**config.mk**
```make
export PLATFORM = sky130hd
export DESIGN_NAME = inst_encoder
export DESIGN_NICKNAME = d
export VERILOG_FILES = /design/src/rtl/inst_encoder_pkg.sv /design/src/rtl/inst_encoder_pack.sv /design/src/rtl/inst_encoder.sv
export SDC_FILE = /design/constraint.sdc
export NUM_CORES = 1
export LEC_CHECK = 0
export CORE_AREA = 2 2 103 80
export DETAILED_ROUTE_END_ITERATION = 10
export DIE_AREA = 0 0 105 82
export PLACE_DENSITY = 0.89
export SETUP_SLACK_MARGIN = 0.02
export SLEW_MARGIN = 5
export SYNTH_ARGS = -nofsm -noshare
export SYNTH_HDL_FRONTEND = slang
export SYNTH_SLANG_ARGS = --single-unit
```
**constraint.sdc**
```tcl
create_clock -name clk -period 3.6 [get_ports clk]
set_input_delay 0.54 -clock clk [delete_from_list [all_inputs] [get_ports clk]]
set_output_delay 0.54 -clock clk [all_outputs]
set_load 0.02 [all_outputs]
```
**src/rtl/inst_encoder_pkg.sv**
```systemverilog
// Shared constants for the RV32I instruction encoder: symbolic op codes,
// base opcodes, FSM state type and the funct3 lookup.
package inst_encoder_pkg;

  localparam logic [5:0] OP_LUI   = 6'd0;
  localparam logic [5:0] OP_AUIPC = 6'd1;
  localparam logic [5:0] OP_JAL   = 6'd2;
  localparam logic [5:0] OP_JALR  = 6'd3;
  localparam logic [5:0] OP_BEQ   = 6'd4;
  localparam logic [5:0] OP_BGEU  = 6'd9;
  localparam logic [5:0] OP_LB    = 6'd10;
  localparam logic [5:0] OP_LHU   = 6'd14;
  localparam logic [5:0] OP_SB    = 6'd15;
  localparam logic [5:0] OP_SW    = 6'd17;
  localparam logic [5:0] OP_ADDI  = 6'd18;
  localparam logic [5:0] OP_ANDI  = 6'd23;
  localparam logic [5:0] OP_SLLI  = 6'd24;
  localparam logic [5:0] OP_SRAI  = 6'd26;
  localparam logic [5:0] OP_ADD   = 6'd27;
  localparam logic [5:0] OP_SUB   = 6'd28;
  localparam logic [5:0] OP_SRA   = 6'd34;
  localparam logic [5:0] OP_AND   = 6'd36;

  localparam logic [6:0] OPC_LUI    = 7'b0110111;
  localparam logic [6:0] OPC_AUIPC  = 7'b0010111;
  localparam logic [6:0] OPC_JAL    = 7'b1101111;
  localparam logic [6:0] OPC_JALR   = 7'b1100111;
  localparam logic [6:0] OPC_BRANCH = 7'b1100011;
  localparam logic [6:0] OPC_LOAD   = 7'b0000011;
  localparam logic [6:0] OPC_STORE  = 7'b0100011;
  localparam logic [6:0] OPC_OPIMM  = 7'b0010011;
  localparam logic [6:0] OPC_OP     = 7'b0110011;

  typedef enum logic [1:0] {ST_IDLE, ST_RUN, ST_FULL} state_e;

  // funct3 for every symbolic op; ops without a funct3 field fall to 0
  function automatic logic [2:0] funct3_of(input logic [5:0] op);
    case (op)
      6'd5, 6'd11, 6'd16, 6'd24, 6'd29:        funct3_of = 3'd1;
      6'd12, 6'd17, 6'd19, 6'd30:              funct3_of = 3'd2;
      6'd20, 6'd31:                            funct3_of = 3'd3;
      6'd6, 6'd13, 6'd21, 6'd32:               funct3_of = 3'd4;
      6'd7, 6'd14, 6'd25, 6'd26, 6'd33, 6'd34: funct3_of = 3'd5;
      6'd8, 6'd22, 6'd35:                      funct3_of = 3'd6;
      6'd9, 6'd23, 6'd36:                      funct3_of = 3'd7;
      default:                                 funct3_of = 3'd0;
    endcase
  endfunction

endpackage

```
**src/rtl/inst_encoder_pack.sv**
```systemverilog
// Combinational packer: symbolic request -> 32-bit RV32I word plus a legality flag.
module inst_pack
  import inst_encoder_pkg::*;
(
  input  logic [5:0]  op,
  input  logic [4:0]  rd,
  input  logic [4:0]  rs1,
  input  logic [4:0]  rs2,
  input  logic [31:0] imm,
  output logic [31:0] word,
  output logic        legal
);

  logic       fit_i, fit_b, fit_j;
  logic [2:0] f3;

  // A range check is a sign-extension check: all bits above the field agree
  assign fit_i = (&imm[31:11]) | ~(|imm[31:11]);
  assign fit_b = ((&imm[31:12]) | ~(|imm[31:12])) & ~imm[0];
  assign fit_j = ((&imm[31:20]) | ~(|imm[31:20])) & ~imm[0];
  assign f3    = funct3_of(op);

  always_comb begin
    word  = '0;
    legal = 1'b1;
    case (op) inside
      OP_LUI, OP_AUIPC: begin
        legal = ~(|imm[11:0]);
        word  = {imm[31:12], rd, (op == OP_LUI) ? OPC_LUI : OPC_AUIPC};
      end
      OP_JAL: begin
        legal = fit_j;
        word  = {imm[20], imm[10:1], imm[11], imm[19:12], rd, OPC_JAL};
      end
      OP_JALR: begin
        legal = fit_i;
        word  = {imm[11:0], rs1, f3, rd, OPC_JALR};
      end
      [OP_BEQ:OP_BGEU]: begin
        legal = fit_b;
        word  = {imm[12], imm[10:5], rs2, rs1, f3, imm[4:1], imm[11], OPC_BRANCH};
      end
      [OP_LB:OP_LHU]: begin
        legal = fit_i;
        word  = {imm[11:0], rs1, f3, rd, OPC_LOAD};
      end
      [OP_SB:OP_SW]: begin
        legal = fit_i;
        word  = {imm[11:5], rs2, rs1, f3, imm[4:0], OPC_STORE};
      end
      [OP_ADDI:OP_ANDI]: begin
        legal = fit_i;
        word  = {imm[11:0], rs1, f3, rd, OPC_OPIMM};
      end
      [OP_SLLI:OP_SRAI]: begin
        legal = ~(|imm[31:5]);
        word  = {1'b0, op == OP_SRAI, 5'b0, imm[4:0], rs1, f3, rd, OPC_OPIMM};
      end
      [OP_ADD:OP_AND]: begin
        word  = {1'b0, (op == OP_SUB) || (op == OP_SRA), 5'b0, rs2, rs1, f3, rd, OPC_OP};
      end
      default: legal = 1'b0;
    endcase
  end

endmodule

```
**src/rtl/inst_encoder.sv**
```systemverilog
// Instruction encoder / program writer: accepts symbolic requests and writes
// the encoded words sequentially into instruction memory.
module inst_encoder
  import inst_encoder_pkg::*;
#(
  parameter int ADDR_W    = 8,
  parameter int BASE_ADDR = 0
) (
  input  logic              clk,
  input  logic              rst,
  input  logic              start,
  input  logic              in_valid,
  output logic              in_ready,
  input  logic [5:0]        in_op,
  input  logic [4:0]        in_rd,
  input  logic [4:0]        in_rs1,
  input  logic [4:0]        in_rs2,
  input  logic [31:0]       in_imm,
  output logic              im_we,
  output logic [ADDR_W-1:0] im_addr,
  output logic [31:0]       im_wdata,
  output logic              err,
  output logic [ADDR_W:0]   count
);

  localparam logic [ADDR_W-1:0] BASE = ADDR_W'(BASE_ADDR);

  state_e            state_q, state_d;
  logic [ADDR_W-1:0] ptr_q, ptr_d, addr_q, addr_d;
  logic [ADDR_W:0]   cnt_q, cnt_d;
  logic [31:0]       wdata_q, wdata_d, word;
  logic              err_q, err_d, we_q, we_d;
  logic              legal, accept;

  inst_pack u_pack (
    .op    (in_op),
    .rd    (in_rd),
    .rs1   (in_rs1),
    .rs2   (in_rs2),
    .imm   (in_imm),
    .word  (word),
    .legal (legal)
  );

  // start wins over a concurrent request, so it also masks ready
  assign in_ready = (state_q == ST_RUN) && !start;
  assign accept   = in_valid && in_ready;

  always_comb begin
    state_d = state_q;
    ptr_d   = ptr_q;
    cnt_d   = cnt_q;
    err_d   = err_q;
    we_d    = 1'b0;
    addr_d  = addr_q;
    wdata_d = wdata_q;
    if (start) begin
      state_d = ST_RUN;
      ptr_d   = BASE;
      cnt_d   = '0;
      err_d   = 1'b0;
    end else if (accept) begin
      if (legal) begin
        we_d    = 1'b1;
        addr_d  = ptr_q;
        wdata_d = word;
        ptr_d   = ptr_q + 1'b1;
        cnt_d   = cnt_q + 1'b1;
        if (ptr_q == '1) state_d = ST_FULL;
      end else begin
        err_d = 1'b1;
      end
    end
  end

  always_ff @(posedge clk or posedge rst) begin
    if (rst) begin
      state_q <= ST_IDLE;
      ptr_q   <= BASE;
      cnt_q   <= '0;
      err_q   <= 1'b0;
      we_q    <= 1'b0;
      addr_q  <= '0;
      wdata_q <= '0;
    end else begin
      state_q <= state_d;
      ptr_q   <= ptr_d;
      cnt_q   <= cnt_d;
      err_q   <= err_d;
      we_q    <= we_d;
      addr_q  <= addr_d;
      wdata_q <= wdata_d;
    end
  end

  assign im_we    = we_q;
  assign im_addr  = addr_q;
  assign im_wdata = wdata_q;
  assign err      = err_q;
  assign count    = cnt_q;

endmodule

```
Word-level counts from Yosys, hierarchy flattened

Memories as Yosys holds them, arrays and structs flattened.
Cells that the tools add are included.

Bits of input ports: 57
Word-level logic and storage cells: 105
ROM bits: 192
Memories kept: 1
Register bits: 61

Memories:

| memory          | depth | width | read ports | clocked after memory_dff | write ports | line                   | source |
|---|---|---|---|---|---|---|---|
| (no name shown) | 64    | 3     | 1          | 0                        | 0           | inst_encoder_pkg.sv:38 | `case (op)` |

Multiplexer cells: 35
Order comparisons: 12
Equal/unequal tests: 9
Reductions and logical operators: 27
Bitwise logic cells: 12
Add/sub/neg operators: 2

Operator list:

| kind                                                                                 | number |
|---|---|
| 32-bit 2-to-1 mux                                                                    | 8 |
| 31-bit 2-to-1 mux                                                                    | 1 |
| 9-bit 2-to-1 mux                                                                     | 3 |
| 27-bit OR reduction                                                                  | 1 |
| 8-bit 2-to-1 mux                                                                     | 3 |
| 12-bit OR reduction                                                                  | 2 |
| 21-bit AND reduction                                                                 | 1 |
| 21-bit OR reduction                                                                  | 1 |
| 20-bit AND reduction                                                                 | 1 |
| 20-bit OR reduction                                                                  | 1 |
| 6-bit by 5-bit greater-or-equal comparator with 1-bit output (second input constant) | 3 |
| 6-bit by 5-bit <= comparator with 1-bit output (second input constant)               | 3 |
| 1-bit 2-to-1 mux                                                                     | 15 |
| 6-bit by 2-bit == test with 1-bit output (second input constant)                     | 2 |
| 6-bit by 5-bit == test with 1-bit output (second input constant)                     | 2 |
| 6-bit by 4-bit greater-or-equal comparator with 1-bit output (second input constant) | 2 |
| 6-bit by 4-bit <= comparator with 1-bit output (second input constant)               | 2 |
| 12-bit AND reduction                                                                 | 1 |
| 9-bit by 1-bit adder with 9-bit output (second input constant)                       | 1 |
| 8-bit by 1-bit adder with 8-bit output (second input constant)                       | 1 |
| 8-bit == test (second input constant)                                                | 1 |
| 1-bit logical AND                                                                    | 8 |
| 2-bit 2-to-1 mux                                                                     | 4 |
| 1-bit NOT                                                                            | 7 |
| other kinds (16)                                                                     | 23 |

Logic depth before layout (Yosys ltp)

Depth in word-level cells: 14
Depth in mapped cells: 10

Cells and area by module

A second synthesis with hierarchy kept.

Cells, all modules: 382
Area, all modules: 3867.5 sq um

By module, submodules not included:

| module       | area an instance (sq um) | instances | cells an instance |
|---|---|---|---|
| inst_encoder | 2578.7                   | 1         | 184 |
| inst_pack    | 1288.7                   | 1         | 198 |

Worst setup path after synthesis

Ideal clock, no wire load.

Path type: input -> register
Start: input in_op[1]
End: register addr_q[3] (netlist: im_addr[3])
Required time: 3.472 ns
Setup time: 0.128 ns
Slack: 0.593 ns
Data arrival time: 2.879 ns
Stages on the path: 10
Cell sequence: inv_1 ha_1 or2_0 a32o_2 nor3b_2 nand2b_1 a311oi_4 nor3_4 buf_6 mux2_1

Word-level cells in the longest chain between the ends: 12
Elaborated cells between the ends (all ways): 33
Classes of those cells: order compare (12); eq/ne (3); mux (9); reduce/logical (9)

RTL lines:

| what                                                                                                                        | line                    | source |
|---|---|---|
| from (decl)                                                                                                                 | inst_encoder.sv:14      | `input logic [5:0] in_op,` |
| 6-bit by 5-bit greater-or-equal comparator with 1-bit output (no source line) / 6-bit <= comparator (equally long branches) | -                       |  |
| 1-bit logical AND (no source line)                                                                                          | -                       |  |
| 1-bit 2-to-1 mux (8 in a row)                                                                                               | inst_encoder_pack.sv:26 | `case (op) inside` |
| 1-bit 2-to-1 mux *                                                                                                          | inst_encoder_pack.sv:26 |  |
| 3-bit AND reduction (no source line) *                                                                                      | -                       |  |
| to (signal assigned)                                                                                                        | inst_encoder.sv:91      | `addr_q <= addr_d;` |
| to (decl)                                                                                                                   | inst_encoder.sv:29      | `logic [ADDR_W-1:0] ptr_q, ptr_d, addr_q, addr_d;` |

Every way passes the cells marked *; elsewhere a longest branch is shown, timed or not.
A chain may end at the register's enable or synchronous reset.

Final worst setup path

Start: input in_op[0]
End: register wdata_q[31] (netlist: im_wdata[31])

Word-level cells in the longest chain between the ends: 12
Elaborated cells between the ends (all ways): 40
Classes of those cells: order compare (12); eq/ne (3); mux (16); reduce/logical (9)

RTL lines:

| what                                                                                                                        | line                    | source |
|---|---|---|
| 6-bit by 5-bit greater-or-equal comparator with 1-bit output (no source line) / 6-bit <= comparator (equally long branches) | -                       |  |
| 1-bit logical AND (no source line)                                                                                          | -                       |  |
| 1-bit 2-to-1 mux (9 in a row)                                                                                               | inst_encoder_pack.sv:26 |  |
| 3-bit AND reduction (no source line)                                                                                        | -                       |  |
| to (signal assigned)                                                                                                        | inst_encoder.sv:92      | `wdata_q <= wdata_d;` |
| to (decl)                                                                                                                   | inst_encoder.sv:31      | `logic [31:0] wdata_q, wdata_d, word;` |

Parallel ways exist; a longest one is shown, timed or not.

==> flow_summary.toml <==
[timing]
slew_headroom_pct = 51.66
hold_violations = 0
fmax_mhz = 316.0
layout_min_cycle_time_ns = 3.164
skew_ns = 0.006648
grt_setup_unrepaired = "false"
slew_violations = 0
setup_tns_ns = 0
timing.hold.ws_ns = 0.4876
worst_pin_slew_ns = 0.7240
setup_viol = 0
min_period_over_period_pct = 87.90

[critical_path]
crit_buf_inv = 3
rr_worst_depth = 5
worst-setup-path-type = "input pin to flop"
critPathLaunchType = "input pin"
r2r_end = "ptr_q[7]"
critPathTopFamily = "simple AND/OR/NAND/NOR gates"
cpPeakStageDelay_ns = 0.53
endpoint_kind = "flop"
cp_slowest_cell = "clkdlybuf4s50_1"
required_ns = 3.84
cp.arrival_ns = 3.40
r2r_start = "state_q[1]"
worstPathCellList = "clkdlybuf4s50_1 > inv_1 > ha_1 > or2_0 > a32o_2 > nor3b_2 > nand2b_1 > a311oi_4 > nor3_4 > buf_12 > mux2_2"
path_max_fanout = 22
reg2reg_setup_slack_ns = 1.64

[global_routing]
antenna_found_initial = 0
overflow = 0
grt_pass1_wl_mm = 17.73
grt_pass1_vias = 3483
grt_usage_pct = 26.66
grt_max_degree = 35

[cells_and_area]
finalNetCount = 575
antenna_cells = 0
fill_cells = 593
drive_gt1_share_pct = 14.34
syn2layout_area_growth_pct = 39.14
finish.utilization_pct = 70.53

[placement]
port-buffer-count = 108
place.gp.congestion = 0.9126
hpwl_mm = 8.480

[routing]
routedWlPerCell_um = 17.99
detail-route-antenna-nets = 0
routed-via-count = 3721
drc = 0
firstDrtPassIters = 5
routed_wl_mm = 11.17
drtIter0Drc = 360
vias_per_cell = 5.992

[synthesis]
synth_most_common_cell = "dfrtp_1"
syn_avg_cell_area_um2 = 10.03
yosysSeqAreaShare_pct = 38.78
ys_ff_latch = 60
async_reset_ff_share_pct = 100.0
synthTopCellsByCount = "dfrtp_1, mux2_1, nor2_1, nand2_1"
synth-edff-count = 0
synthCells = 386
syn_nets = 450
synth_area_um2 = 3871
ys_types = 63
yosys.area.top_type = "dfrtp_1"
yosys-top-cells-area = "dfrtp_1, mux2_1, mux2_2"
ys_warn_count = 0
yosys_most_used_dff = "dfrtp_1"
synth_top_area_share_pct = 38.78

[die]
initial_utilization_pct = 50.69
io_pins = 109
rows = 28
core-area_um2 = 7637
dieWidth_um = 105
die_area_um2 = 8610
die_y_um = 82

[clock_tree]
clk_path_buf_depth = 2
hold_buffers = 0
cts_tree = "built"
cts.htree.levels = 3
cts.clk_slew.worst_paths_ns = 0.08
post_cts_buffers = 0
cts_num_sinks = 60
cts_resized = 0
clock_latency_ns = 0.35
cts_inserted_buffers = 9
ctsRootBufferMaster = "clkbuf_8"

[min_path]
hp-class = "flop to flop"
hold-path-endpoint = "im_addr[6]"
hold_path_depth = 1
hp-start = "im_addr[6]"

[status]
status = "completed"

[run]
cap_violations = 0

[pwr]
cellLeakagePower_nw = 2.358
p_per_area_nw_per_um2 = 393.1
ir_drop_mv = 0.2514
[cell usage in the layout (no fill, tap or decap), types with 9 or more instances in the layout]
master	instances
nor2b_1	19
and3_1	11
nand4_1	13
o21ai_0	11
buf_4	24
mux2_1	30
a22o_1	18
mux2i_1	9
clkdlybuf4s50_1	108
a21oi_1	15
nor3_1	15
nand2_1	21
inv_1	11
nor2_1	28
mux2_2	19
dfrtp_1	60
clkbuf_8	9
[worst reg2reg max path: stages (launching register included)]
cell	delay [ns]
dfrtp_1	0.38
nor3b_1	0.30
and2_1	0.44
nand4_1	0.14
nor3_1	0.23
mux2_2	0.37
[registers in the layout, summed over array words and instances, names as in the netlist]
| signal | flops |
|---|---|
| count | 9 |
| im_we | 1 |
| ptr_q | 8 |
| im_wdata | 31 |
| err | 1 |
| state_q | 2 |
| im_addr | 8 |
[how the worst max path moves through the flow]
stage / from / to / slack (ns) / cells after the start
after floorplan: in_op[1] / im_addr[3] / 0.59 / 10
after CTS: in_op[0] / im_addr[4] / 0.49 / 11
after global placement: in_op[0] / im_wdata[5] / 0.21 / 11
after global routing: in_op[0] / im_addr[4] / 0.31 / 11
final: in_op[0] / im_wdata[31] / 0.44 / 11
after detailed placement: in_op[0] / im_addr[4] / 0.12 / 11
[stage by stage]
step                      instances  total power [W]  cell area [um^2]  setup WS, ns
after floorplan                 386         0.001189              3871        0.5933
after global placement          605         0.001538              5205        0.2069
after detailed placement        605         0.001556              5205        0.1168
after CTS                       621         0.002132              5386        0.4915
after global routing            621         0.002215              5386        0.3110
final                           621         0.002117              5386        0.4356
[power breakdown]
part / total (W) / switching, W / internal [W]
clock network: 0.000571 / 0.000312 / 0.000258
registers: 0.000833 / 0.0000596 / 0.000774
logic: 0.000714 / 0.000352 / 0.000362
total: 0.00212 / 0.000724 / 0.00139
[routing by layer]
metal,vias to the layer above,global-route usage (%),routed length (um)
met3,19,7.778,1037
li1,1709,-,-
met4,0,9.600,197
met2,197,41.69,4959
met5,-,0,0
met1,1796,35.60,4976
[final cells by class]
| cell class | instances | area (um^2) | area share, % |
|---|---|---|---|
| Sequential cell | 60 | 1501 | 27.87 |
| Multi-Input combinational cell | 293 | 2206 | 40.95 |
| Clock inverter | 7 | 57.56 | 1.069 |
| Timing Repair Buffer | 135 | 1321 | 24.53 |
| Inverter | 12 | 45.04 | 0.8362 |
| Clock buffer | 9 | 123.9 | 2.300 |
| Tap cell | 105 | 131.4 | 2.439 |
[cells by family (layout without fill, tap and decap cells)]
family	count (synthesis)	after routing	synth area share (%)
muxes	59	59	17.16
and+or+nand+nor	142	142	20.33
buffers and inverters	33	163	4.234
DFF	60	60	38.78
adders and majority gates	7	7	2.262
AOI/OAI and AO/OA	85	85	17.23
(Power assumes the default switching activity.)
==> patch (same settings) <==
Make the reset (`rst`) synchronous in one clocked block.
--- a/src/rtl/inst_encoder.sv
+++ b/src/rtl/inst_encoder.sv
@@ -73,7 +73,7 @@
     end
   end
 
-  always_ff @(posedge clk or posedge rst) begin
+  always_ff @(posedge clk) begin
     if (rst) begin
       state_q <= ST_IDLE;
       ptr_q   <= BASE;
Function: differs if rst is asserted again (counterexample within 4 cycles, from zero or initial values and one cycle with rst high); with rst held inactive, the same outputs for 4 cycles.
==> patch against the original RTL <==
Synthesized area rose by 0.48%; final area rose by 0.58%; routed wire length rose by 21%; worst setup slack got worse by 56 ps; total power fell by 19%; sequential share of layout area fell by 5.7 points; combinational power fell by 44%; sequential cell count did not move.
==> patch: results (changes against the original RTL) <==
grt_max_degree: 37  # +5.7%
cp_slowest_cell: "clkdlybuf4s50_1"
power_leakage_uw: 0.00183  # -23%
drtPass1Iterations: 5  # unchanged
cp_data_arrival_time_ps: 3490  # +90 ps
worstHoldPathType: "flip-flop to flip-flop"
synth.area.top_cells: "dfxtp_1, a21oi_1, a211oi_2, nand2_1, o31ai_1"
synth-edff-count: 0  # unchanged
grt_first_pass_wirelength_um: 21300  # +20%
yosys-top-cells-count: "dfxtp_1, a21oi_1, nand2_1"
numCtsBuffers: 9  # unchanged
totalWireLength_um: 13500  # +21%
tightest_slew_ps: 653  # -71.1 ps
routabilityCongestion: 0.940  # +2.9%
largest_reg_flops: 31  # unchanged
path_delay_family: "compound AO/OA/AOI/OAI gates"
ys_types: 70  # +11%
nNetsFinal: 638  # +11%
dr.first_iter.drc_count: 561  # +56%
ctsRootBufferMaster: "clkbuf_8"
peakVddDrop_mv: 0.242  # -3.7%
syn_nets: 520  # +16%
seq_area_frac_synth_pct: 30.9  # -7.9 points
area_growth_pct: 39.3  # about the same
htreeDepth: 3  # unchanged
postCtsSetupBuffers: 0  # unchanged
num_antenna_cells: 0  # unchanged
io_buffers: 108  # unchanged
fin_skew_ps: 5.07  # -1.58 ps
post-dp-hpwl_um: 10200  # +20%
cts_buffer_depth: 2  # unchanged
post_cts_resized: 0  # unchanged
pre_cts_slack_ps: 95.8  # -21.0 ps
synth_warnings: 0  # unchanged
clk_latency_ps: 340
grt.total_usage_pct: 31.4  # +4.8 points
crit_path_max_fanout: 36  # +64%
max_stage_delay_ps: 580  # +50 ps
antenna_found_initial: 0  # unchanged
grt_pass1_vias: 3960  # +14%
vias: 4404  # +18%
clk_pin_slew_ps: 70
drive_above_1_share_pct: 16.1  # +1.7 points
async_flop_share_pct: 0  # -100 points
status: "complete, no violations"
==> patch: changes by cell type after synthesis, moves of 20 or more <==
| cell | before | now |
|---|---|---|
| dfrtp_1 | 60 | 0 |
| dfxtp_1 | 0 | 60 |
| a21oi_1 | 15 | 57 |
| mux2_1 | 30 | 0 |
| a211oi_2 | 0 | 22 |
| nand2_1 | 21 | 41 |
==> patch: worst paths after layout <==
| check | end | depth (start not counted) | slack, ps | start |
|---|---|---|---|---|
| worst min-delay path | state_q[0] | 2 | 450 | state_q[0] |
| worst min register to register | state_q[0] | 2 | 450 | state_q[0] |
| worst max register to register | count[3] | 6 | 1510 | state_q[0] |
| worst max-delay path | ptr_q[4] | 11 | 380 | in_op[1] |
==> patch: cells by family (layout without fill, tap and decap cells) <==
| group | count (synthesis) | in the layout | share of synthesized area, % |
|---|---|---|---|
| flops | 60 | 60 | 30.9 |
| mux | 7 | 7 | 2.16 |
| compound gates | 183 | 183 | 36.6 |
| buf+inv | 48 | 171 | 6.63 |
| simple gates | 151 | 151 | 21.5 |
| fa+ha+maj | 7 | 7 | 2.25 |
==> patch: area by class of cell <==
type                       count  area (um^2)
clock inverter                 4         47.5
clock buffer                  12          155
timing repair buffer         146         1410
tap                          105          131
sequential                    60         1200
fill                         639         2220
inverter                       9         33.8
multi-input combinational    348         2440
==> patch: power by group <==
| part | internal (uW) | switching [uW] | total, uW |
|---|---|---|---|
| registers | 674 | 6.59 | 680 |
| clock network | 355 | 272 | 628 |
| logic | 177 | 225 | 402 |
==> patch: per-stage QoR <==
stage / util [%] / instances / area (um^2)
2_1_floorplan: - / 456 / 3890
3_3_place_gp: 68.3 / 668 / 5220
3_5_place_dp: 68.3 / 668 / 5220
4_1_cts: 70.9 / 684 / 5420
5_1_grt: 70.9 / 684 / 5420
6_report: 70.9 / 684 / 5420
==> patch: routing by layer <==
| layer | vias to the layer above | global-route usage (%) | routed length, um |
|---|---|---|---|
| li1 | 2023 | - | - |
| met5 | - | 0 | 0 |
| met1 | 2060 | 44.2 | 5990 |
| met2 | 288 | 49.0 | 5840 |
| met3 | 33 | 8.02 | 1420 |
| met4 | 0 | 6.53 | 262 |
==> patch: tightest hold or removal path: stages, from the launching register on <==
cell and delay [ps]:
dfxtp_1 310, nand2_1 50, o2bb2ai_1 50
